[config.mk]
export PLATFORM = sky130hd
export DESIGN_NAME = wb_burst_slave_mem
export DESIGN_NICKNAME = d
export VERILOG_FILES = /design/src/rtl/wb_burst_slave_mem.sv
export SDC_FILE = /design/constraint.sdc
export NUM_CORES = 1
export LEC_CHECK = 0
export CORE_ASPECT_RATIO = 1.4
export CORE_MARGIN = 1.5
export CORE_UTILIZATION = 46
export DETAILED_ROUTE_END_ITERATION = 8
export PLACE_DENSITY = 0.65
export SLEW_MARGIN = 20
export SYNTH_ARGS = -nofsm -noshare
export SYNTH_HDL_FRONTEND = slang
export SYNTH_SLANG_ARGS = --single-unit
export TNS_END_PERCENT = 1
[constraint.sdc]
create_clock -name clk_i -period 23.2 [get_ports clk_i]
set_clock_uncertainty 0.2 [all_clocks]
set_input_delay 6.96 -clock clk_i [delete_from_list [all_inputs] [get_ports clk_i]]
set_output_delay 6.96 -clock clk_i [all_outputs]
set_load 0.02 [all_outputs]
[src/rtl/wb_burst_slave_mem.sv]
// Wishbone B4 slave memory with registered-feedback bursts (classic, constant, linear and wrap-4/8/16),
// byte selects, configurable wait states before the first beat and error termination above DEPTH.
module wb_burst_slave_mem #(
  parameter int ADDR_WIDTH  = 5,
  parameter int DATA_WIDTH  = 32,
  parameter int SEL_WIDTH   = DATA_WIDTH / 8,
  parameter int DEPTH       = 16,
  parameter int WAIT_STATES = 0
) (
  input  logic                  clk_i,
  input  logic                  rst_i,
  input  logic [ADDR_WIDTH-1:0] adr_i,
  input  logic [DATA_WIDTH-1:0] dat_i,
  output logic [DATA_WIDTH-1:0] dat_o,
  input  logic                  we_i,
  input  logic [SEL_WIDTH-1:0]  sel_i,
  input  logic                  stb_i,
  input  logic                  cyc_i,
  input  logic [2:0]            cti_i,
  input  logic [1:0]            bte_i,
  output logic                  ack_o,
  output logic                  err_o,
  output logic [1:0]            state_o
);

  typedef enum logic [1:0] {
    S_IDLE        = 2'd0,
    S_WAIT        = 2'd1,
    S_CLASSIC_ACK = 2'd2,
    S_BURST       = 2'd3
  } state_t;

  localparam int                  IDX_W     = (DEPTH > 1) ? $clog2(DEPTH) : 1;
  localparam logic [ADDR_WIDTH:0] L_DEPTH   = (ADDR_WIDTH + 1)'(DEPTH);
  localparam logic [2:0]          L_WS_LAST = (WAIT_STATES > 0) ? 3'(WAIT_STATES - 1) : 3'd0;

  state_t                  r_state, r_state_next;
  logic                    r_ack, r_ack_next;
  logic                    r_err, r_err_next;
  logic [DATA_WIDTH-1:0]   r_dat, r_dat_next;
  logic [ADDR_WIDTH-1:0]   r_addr, r_addr_next;
  logic [2:0]              r_cnt, r_cnt_next;
  logic                    r_we, r_we_next;
  logic                    r_burst, r_burst_next;
  logic                    r_incr, r_incr_next;
  logic [1:0]              r_bte, r_bte_next;
  logic                    r_last, r_last_next;

  logic                    w_req;
  logic                    w_fire;
  logic                    w_wr;
  logic [ADDR_WIDTH-1:0]   w_beat_addr;
  logic                    w_beat_we;
  logic                    w_beat_burst;
  logic                    w_beat_incr;
  logic [1:0]              w_beat_bte;
  logic                    w_beat_err;
  logic [IDX_W-1:0]        w_idx;
  logic [DATA_WIDTH-1:0]   w_rd_data;
  logic [DATA_WIDTH-1:0]   w_words [DEPTH];

  // Wrap bursts keep the upper address bits and count only the low bits selected by mask.
  function automatic logic [ADDR_WIDTH-1:0] f_next_addr(
    input logic [ADDR_WIDTH-1:0] a,
    input logic                  incr,
    input logic [1:0]            bte
  );
    logic [ADDR_WIDTH-1:0] inc;
    logic [ADDR_WIDTH-1:0] mask;
    inc = a + ADDR_WIDTH'(1);
    case (bte)
      2'b01:   mask = ADDR_WIDTH'(3);
      2'b10:   mask = ADDR_WIDTH'(7);
      2'b11:   mask = ADDR_WIDTH'(15);
      default: mask = '1;
    endcase
    if (!incr) return a;
    return (a & ~mask) | (inc & mask);
  endfunction

  assign w_req        = cyc_i & stb_i;
  assign w_beat_addr  = (r_state == S_IDLE) ? adr_i : r_addr;
  assign w_beat_we    = (r_state == S_IDLE) ? we_i : r_we;
  assign w_beat_burst = (r_state == S_IDLE) ? ((cti_i == 3'b001) || (cti_i == 3'b010)) : r_burst;
  assign w_beat_incr  = (r_state == S_IDLE) ? (cti_i == 3'b010) : r_incr;
  assign w_beat_bte   = (r_state == S_IDLE) ? bte_i : r_bte;
  assign w_beat_err   = ({1'b0, w_beat_addr} >= L_DEPTH);
  assign w_idx        = w_beat_addr[IDX_W-1:0];
  assign w_rd_data    = w_words[w_idx];
  assign w_wr         = w_fire & ~w_beat_err & w_beat_we;

  always_comb begin
    r_state_next = r_state;
    r_ack_next   = 1'b0;
    r_err_next   = 1'b0;
    r_dat_next   = r_dat;
    r_addr_next  = r_addr;
    r_cnt_next   = r_cnt;
    r_we_next    = r_we;
    r_burst_next = r_burst;
    r_incr_next  = r_incr;
    r_bte_next   = r_bte;
    r_last_next  = r_last;
    w_fire       = 1'b0;

    case (r_state)
      S_IDLE: begin
        if (w_req) begin
          r_addr_next  = adr_i;
          r_we_next    = we_i;
          r_burst_next = w_beat_burst;
          r_incr_next  = w_beat_incr;
          r_bte_next   = bte_i;
          r_last_next  = 1'b0;
          r_cnt_next   = 3'd0;
          if (WAIT_STATES == 0) w_fire = 1'b1;
          else                  r_state_next = S_WAIT;
        end
      end
      S_WAIT: begin
        if (!cyc_i) begin
          r_state_next = S_IDLE;
        end else if (r_cnt == L_WS_LAST) begin
          if (stb_i) w_fire = 1'b1;
        end else begin
          r_cnt_next = r_cnt + 3'd1;
        end
      end
      S_CLASSIC_ACK: r_state_next = S_IDLE;
      S_BURST: begin
        // r_last marks the cycle showing the final ack/err; no further beat is taken.
        if (!cyc_i || r_last) begin
          r_state_next = S_IDLE;
          r_last_next  = 1'b0;
        end else if (stb_i) begin
          w_fire = 1'b1;
        end
      end
      default: r_state_next = S_IDLE;
    endcase

    if (w_fire) begin
      if (w_beat_err) begin
        r_err_next = 1'b1;
        r_dat_next = '0;
      end else begin
        r_ack_next = 1'b1;
        if (!w_beat_we) r_dat_next = w_rd_data;
      end
      if (w_beat_burst) begin
        r_state_next = S_BURST;
        r_last_next  = w_beat_err | (cti_i == 3'b111);
        r_addr_next  = f_next_addr(w_beat_addr, w_beat_incr, w_beat_bte);
      end else begin
        r_state_next = S_CLASSIC_ACK;
      end
    end
  end

  always_ff @(posedge clk_i or posedge rst_i) begin
    if (rst_i) begin
      r_state <= S_IDLE;
      r_ack   <= 1'b0;
      r_err   <= 1'b0;
      r_dat   <= '0;
      r_addr  <= '0;
      r_cnt   <= 3'd0;
      r_we    <= 1'b0;
      r_burst <= 1'b0;
      r_incr  <= 1'b0;
      r_bte   <= 2'b00;
      r_last  <= 1'b0;
    end else begin
      r_state <= r_state_next;
      r_ack   <= r_ack_next;
      r_err   <= r_err_next;
      r_dat   <= r_dat_next;
      r_addr  <= r_addr_next;
      r_cnt   <= r_cnt_next;
      r_we    <= r_we_next;
      r_burst <= r_burst_next;
      r_incr  <= r_incr_next;
      r_bte   <= r_bte_next;
      r_last  <= r_last_next;
    end
  end

  // Storage is flops rather than block RAM so reset can clear every word.
  genvar gi;
  generate
    for (gi = 0; gi < DEPTH; gi++) begin : g_word
      logic [DATA_WIDTH-1:0] r_word;
      always_ff @(posedge clk_i or posedge rst_i) begin
        if (rst_i) begin
          r_word <= '0;
        end else if (w_wr && (w_idx == IDX_W'(gi))) begin
          for (int b = 0; b < SEL_WIDTH; b++) begin
            if (sel_i[b]) r_word[8*b +: 8] <= dat_i[8*b +: 8];
          end
        end
      end
      assign w_words[gi] = r_word;
    end
  endgenerate

  assign ack_o   = r_ack;
  assign err_o   = r_err;
  assign dat_o   = r_dat;
  assign state_o = r_state;

endmodule

After elaboration in Yosys (flattened, before gate mapping)
Cells that the tools add are included.
W data, S select, Z words.
- add/subtract/negate cells: 2
- multiply operators: 0
- div/mod/pow operators: 0
- order comparisons: 2
- equal/unequal tests: 31
- shift operators: 0
- multiplexer cells: 46
- bitwise gates (word level): 10
- reductions and logical operators: 91
- operators by type and width (operator ; number):
    $reduce_and A2 Y1 ; 66
    $bmux W32 S4 ; 1
    $mux W32 ; 4
    $mux W5 ; 9
    $eq A4 B4 Y1 const B ; 8
    $mux W1 ; 20
    $eq A4 B3 Y1 const B ; 4
    $logic_and A1 B1 Y1 ; 16
    $pmux W5 S3 ; 1
    $and A5 B5 Y5 ; 2
    $ge A5 B5 Y1 const B ; 2
    $mux W3 ; 3
    $eq A2 B2 Y1 const B ; 4
    $eq A4 B2 Y1 const B ; 2
    $mux W2 ; 4
    $ne A2 B2 Y1 const B ; 4
    $ne A3 B3 Y1 const B ; 2
    $pmux W2 S3 ; 1
    $pmux W3 S2 ; 1
    $add A5 B1 Y5 const B ; 1
    $not A4 Y5 ; 1
    $not A5 Y5 ; 1
    $or A5 B5 Y5 ; 1
    $eq A2 B1 Y1 const B ; 2
    19 further kinds ; 22
- register bits: 562
- latch bits: 0
- memory bits (writable): 0
- ROM bits: 0
- input bits: 51
- output and inout port bits: 36
- word-level logic and storage cells: 257
- memories kept: 0

Depth between registers and ports, before layout
- word-level depth: 12
- mapped depth: 13
- mapped depth without buffers: 8

Worst setup path before layout
No wires, ideal clock.
- path kind: input to register
- start point: input port adr_i[0]
- end point: register g_word[2].r_word[0]
- setup time: 125 ps
- arrival: 9239 ps
- data required time: 22875 ps
- path slack: 13636 ps
- stages: 10
- buffers on the path: 5
- path through: buf_2 mux2i_1 buf_4 buf_4 buf_4 buf_2 ha_1 nand3_4 nor2_8 mux2_2
- word-level cells in the longest chain between the ends: 7
- ends and longest elaborated chain (element ; RTL line ; text):
    start, declared ; 12 ; input logic [ADDR_WIDTH-1:0] adr_i,
    $mux W5 * ; 82 ; assign w_beat_addr = (r_state == S_IDLE) ? adr_i : r_addr;
    $ge A5 B5 Y1 ; 87 ; assign w_beat_err = ({1'b0, w_beat_addr} >= L_DEPTH);
    $not A1 Y1 ; 90 ; assign w_wr = w_fire & ~w_beat_err & w_beat_we;
    $and A1 B1 Y1 (2 in series) ; 90 ;
    $logic_and A1 B1 Y1 * ; 196 ; end else if (w_wr && (w_idx == IDX_W'(gi))) begin
    $reduce_and A2 Y1 (no source line) * ; n/a ;
    end signal, assigned by index ; 198 ; if (sel_i[b]) r_word[8*b +: 8] <= dat_i[8*b +: 8];
    end, declared ; 192 ; logic [DATA_WIDTH-1:0] r_word;
Mark *: on every way between the ends. The rest lies on a longest branch, timed or not.
A chain may end at the register's enable or synchronous reset.

==> flow_metrics.py <==
metrics = {
    "yosys": {
        "synth-edff-count": 0,
        "syn_inst": 2342,
        "syn_avg_cell_area_sq_um": 12.19,
        "ys.flop_type": "dfrtp_1",
        "syn_area_sq_um": 28560,
        "synth_seq_area_share_pct": 49.25,
        "synth_cell_types": 77,
        "synth_nets": 2405,
        "synthArstFlopShare_pct": 100.0,
        "synth-warning-count": 0,
        "synth_seq_cells": 562,
    },
    "sta": {
        "max_freq_mhz": 89.19,
        "finalWorstPathRequiredPeriod_ns": 11.21,
        "worst_slew_pin_slew_ns": 1.147,
        "setup-violations-final": 0,
        "fin_setup_tns_ns": 0,
        "hold_viol": 0,
        "fin_crit_sh_pct": 48.33,
        "slew_headroom_pct": 23.53,
        "drv_slew": 0,
        "rsz0062_at_grt": "no",
    },
    "floorplan": {
        "die_y_um": 297.8,
        "die-area_sq_um": 63600,
        "start_util_pct": 46.67,
        "rows": 107,
        "coreArea_sq_um": 61180,
        "die_width_um": 213.6,
        "io-pin-count": 87,
    },
    "clock_network": {
        "post_cts_buffers": 0,
        "clock-sinks": 562,
        "cts_max_path_buffers": 3,
        "post_cts_resized": 0,
        "cts.clk_slew.worst_paths_ns": 0.06,
        "ctsRootBufferMaster": "clkbuf_16",
        "tritoncts": "built",
        "cts-buffers-inserted": 56,
        "insertion_delay_ns": 0.62,
        "cts_hold_buf": 0,
        "cts_max_level": 2,
    },
    "critical_path": {
        "crit_required_ns": 23.63,
        "critPathKind": "input pin to asynchronous set/reset pin",
        "rrSetupSlack_ns": 18.13,
        "crit_path_end": "dat_o[30]",
        "critical_path_arrival_ns": 11.64,
        "cp-end-kind": "asynchronous set/reset pin",
        "startpoint": "rst_i",
        "r2r-end": "g_word[9].r_word[6]",
        "crit_fanout": 165,
        "start_kind": "input pin",
        "reg2reg_depth": 9,
        "r2r-start": "state_o[1]",
    },
    "power": {
        "p_leak_uw": 0.01527,
        "irDropWorstVdd_v": 0.00006587,
        "power_density_nw_per_um2": 110.1,
    },
    "placement": {
        "numPortBuffers": 86,
        "dp_hpwl_mm": 52.92,
        "postPlaceCellArea_sq_um": 29930,
        "gp_congestion": 0.8337,
    },
    "run_status": {
        "status": "finished, final reports clean",
    },
    "global_route": {
        "grt_pass1_vias": 20610,
        "use_met1_pct": 35.86,
        "grt_max_degree": 166,
        "track_usage_pct": 27.18,
        "grt-ovfl-total": 0,
        "grt-busiest-layer": "met2",
        "grt_antenna_before_repair": 3,
        "met2_usage_pct": 43.42,
        "grt_use_met3_pct": 4.785,
        "grt_pass1_wl_mm": 130.9,
    },
    "job": {
        "max_cap_viol_count": 0,
    },
    "route": {
        "firstDrtPassIters": 5,
        "drc_errors": 0,
        "vias": 20100,
        "routed_wl_mm": 85.72,
        "drtAntennaViolNets": 0,
        "drt_iter0_drc": 1668,
        "vias_per_cell": 6.250,
        "wl_per_cell_um": 26.65,
    },
    "cells_and_area": {
        "area_growth_pct": 11.76,
        "drive_above_1_share_pct": 32.17,
        "final_nets": 2417,
        "final_area_sq_um": 31910,
        "fin_util_pct": 52.16,
    },
    "worst_hold_path": {
        "hold_depth": 2,
        "hold_path.class": "flop to flop",
    },
}
kinds of logic after synthesis:
logic type / count (synthesis) / synth area share (%)
mux: 622 / 24.99
simple gates: 498 / 10.90
flops: 562 / 49.25
compound gates: 459 / 11.05
fa+ha+maj: 12 / 0.5258
buf+inv: 183 / 3.098
xor+xnor: 6 / 0.1840
flip-flops by register name (all words and copies together), names as in the netlist:
signal,cells
r_bte,2
r_we,1
state_o,2
ack_o,1
dat_o,32
r_addr,5
g_word.r_word,512
err_o,1
r_cnt,3
r_burst,1
r_last,1
r_incr,1
metal layers:
metal  routed length [um]  vias up
li1                     -     8636
met1                34800    10420
met2                41220      815
met3                 5762      226
met4                 3918        2
met5                   13        -
stage by stage:
| step | hold WS [ns] | total power (uW) | setup slack [ns] | cells |
|---|---|---|---|---|
| final | 0.2802 | 3514 | 11.99 | 3216 |
| after floorplan | 0.2488 | 2115 | 0.3225 | 2342 |
| after CTS | 0.2903 | 3515 | 11.82 | 3214 |
| after detailed placement | 0.2748 | 2535 | 11.17 | 3113 |
| after global placement | 0.2640 | 2504 | 11.30 | 3113 |
| after global routing | 0.3151 | 3654 | 11.31 | 3215 |
worst min path at each step:
| stage | startpoint | endpoint |
|---|---|---|
| 2_1_floorplan | r_burst | r_burst |
| 3_3_place_gp | g_word[15].r_word[0] | g_word[15].r_word[0] |
| 3_5_place_dp | r_burst | r_burst |
| 4_1_cts | g_word[14].r_word[7] | g_word[14].r_word[7] |
| 5_1_grt | g_word[10].r_word[11] | g_word[10].r_word[11] |
| 6_report | r_burst | r_burst |
cell type report:
cell class / instances / area (sq um)
Antenna cell: 2 / 5.005
Clock buffer: 82 / 1700
Clock inverter: 19 / 277.8
Fill cell: 5234 / 29270
Inverter: 18 / 78.83
Multi-Input combinational cell: 1597 / 13650
Sequential cell: 562 / 14070
Tap cell: 817 / 1022
Timing Repair Buffer: 119 / 1111
report_power, final:
part	internal [uW]	switching [uW]	total [uW]	leakage (uW)
Combinational	430	860	1290	0.00651
Clock	582	395	978	0.000986
Sequential	1140	108	1250	0.00777
cells in the mapped netlist, types with 10 or more instances:
library cell / n / area, sq um
dfrtp_1: 562 / 14060
mux2_2: 506 / 5698
nand2_1: 216 / 810.8
a21oi_1: 127 / 635.6
clkbuf_1: 95 / 356.6
mux2i_1: 83 / 830.8
a211oi_1: 78 / 585.6
o21ai_0: 58 / 290.3
nand3_1: 56 / 280.3
nor2_1: 52 / 195.2
buf_2: 44 / 220.2
nor2_8: 42 / 840.8
a221oi_1: 34 / 297.8
and2_1: 25 / 156.4
o211ai_1: 23 / 172.7
nor2_2: 22 / 137.6
o31ai_1: 20 / 150.1
mux4_2: 18 / 405.4
inv_1: 17 / 63.81
nor3_1: 17 / 85.08
nor2b_1: 16 / 100.1
o22ai_1: 16 / 100.1
buf_4: 15 / 112.6
ha_1: 12 / 150.1
a22oi_1: 11 / 82.58
nand3_4: 11 / 192.7
o221ai_1: 11 / 96.34
nand4_1: 10 / 62.56
critical path, cell delays in order:
cell	delay, ns
clkdlybuf4s50_1	0.50
inv_8	0.56
buf_4	0.87
buf_12	0.64
buf_4	0.88
buf_4	0.81
cell usage in the layout (no fill, tap or decap), drive strengths merged, types with 34 or more instances in the layout:
| cell | count |
|---|---|
| mux2 | 521 |
| a211oi | 78 |
| o21ai | 58 |
| buf | 35 |
| dfrtp | 562 |
| clkdlybuf4s50 | 84 |
| nor2 | 117 |
| clkbuf | 82 |
| mux2i | 83 |
| a21oi | 127 |
| nand3 | 67 |
| nand2 | 220 |
| a221oi | 34 |
(Power assumes the default switching activity.)
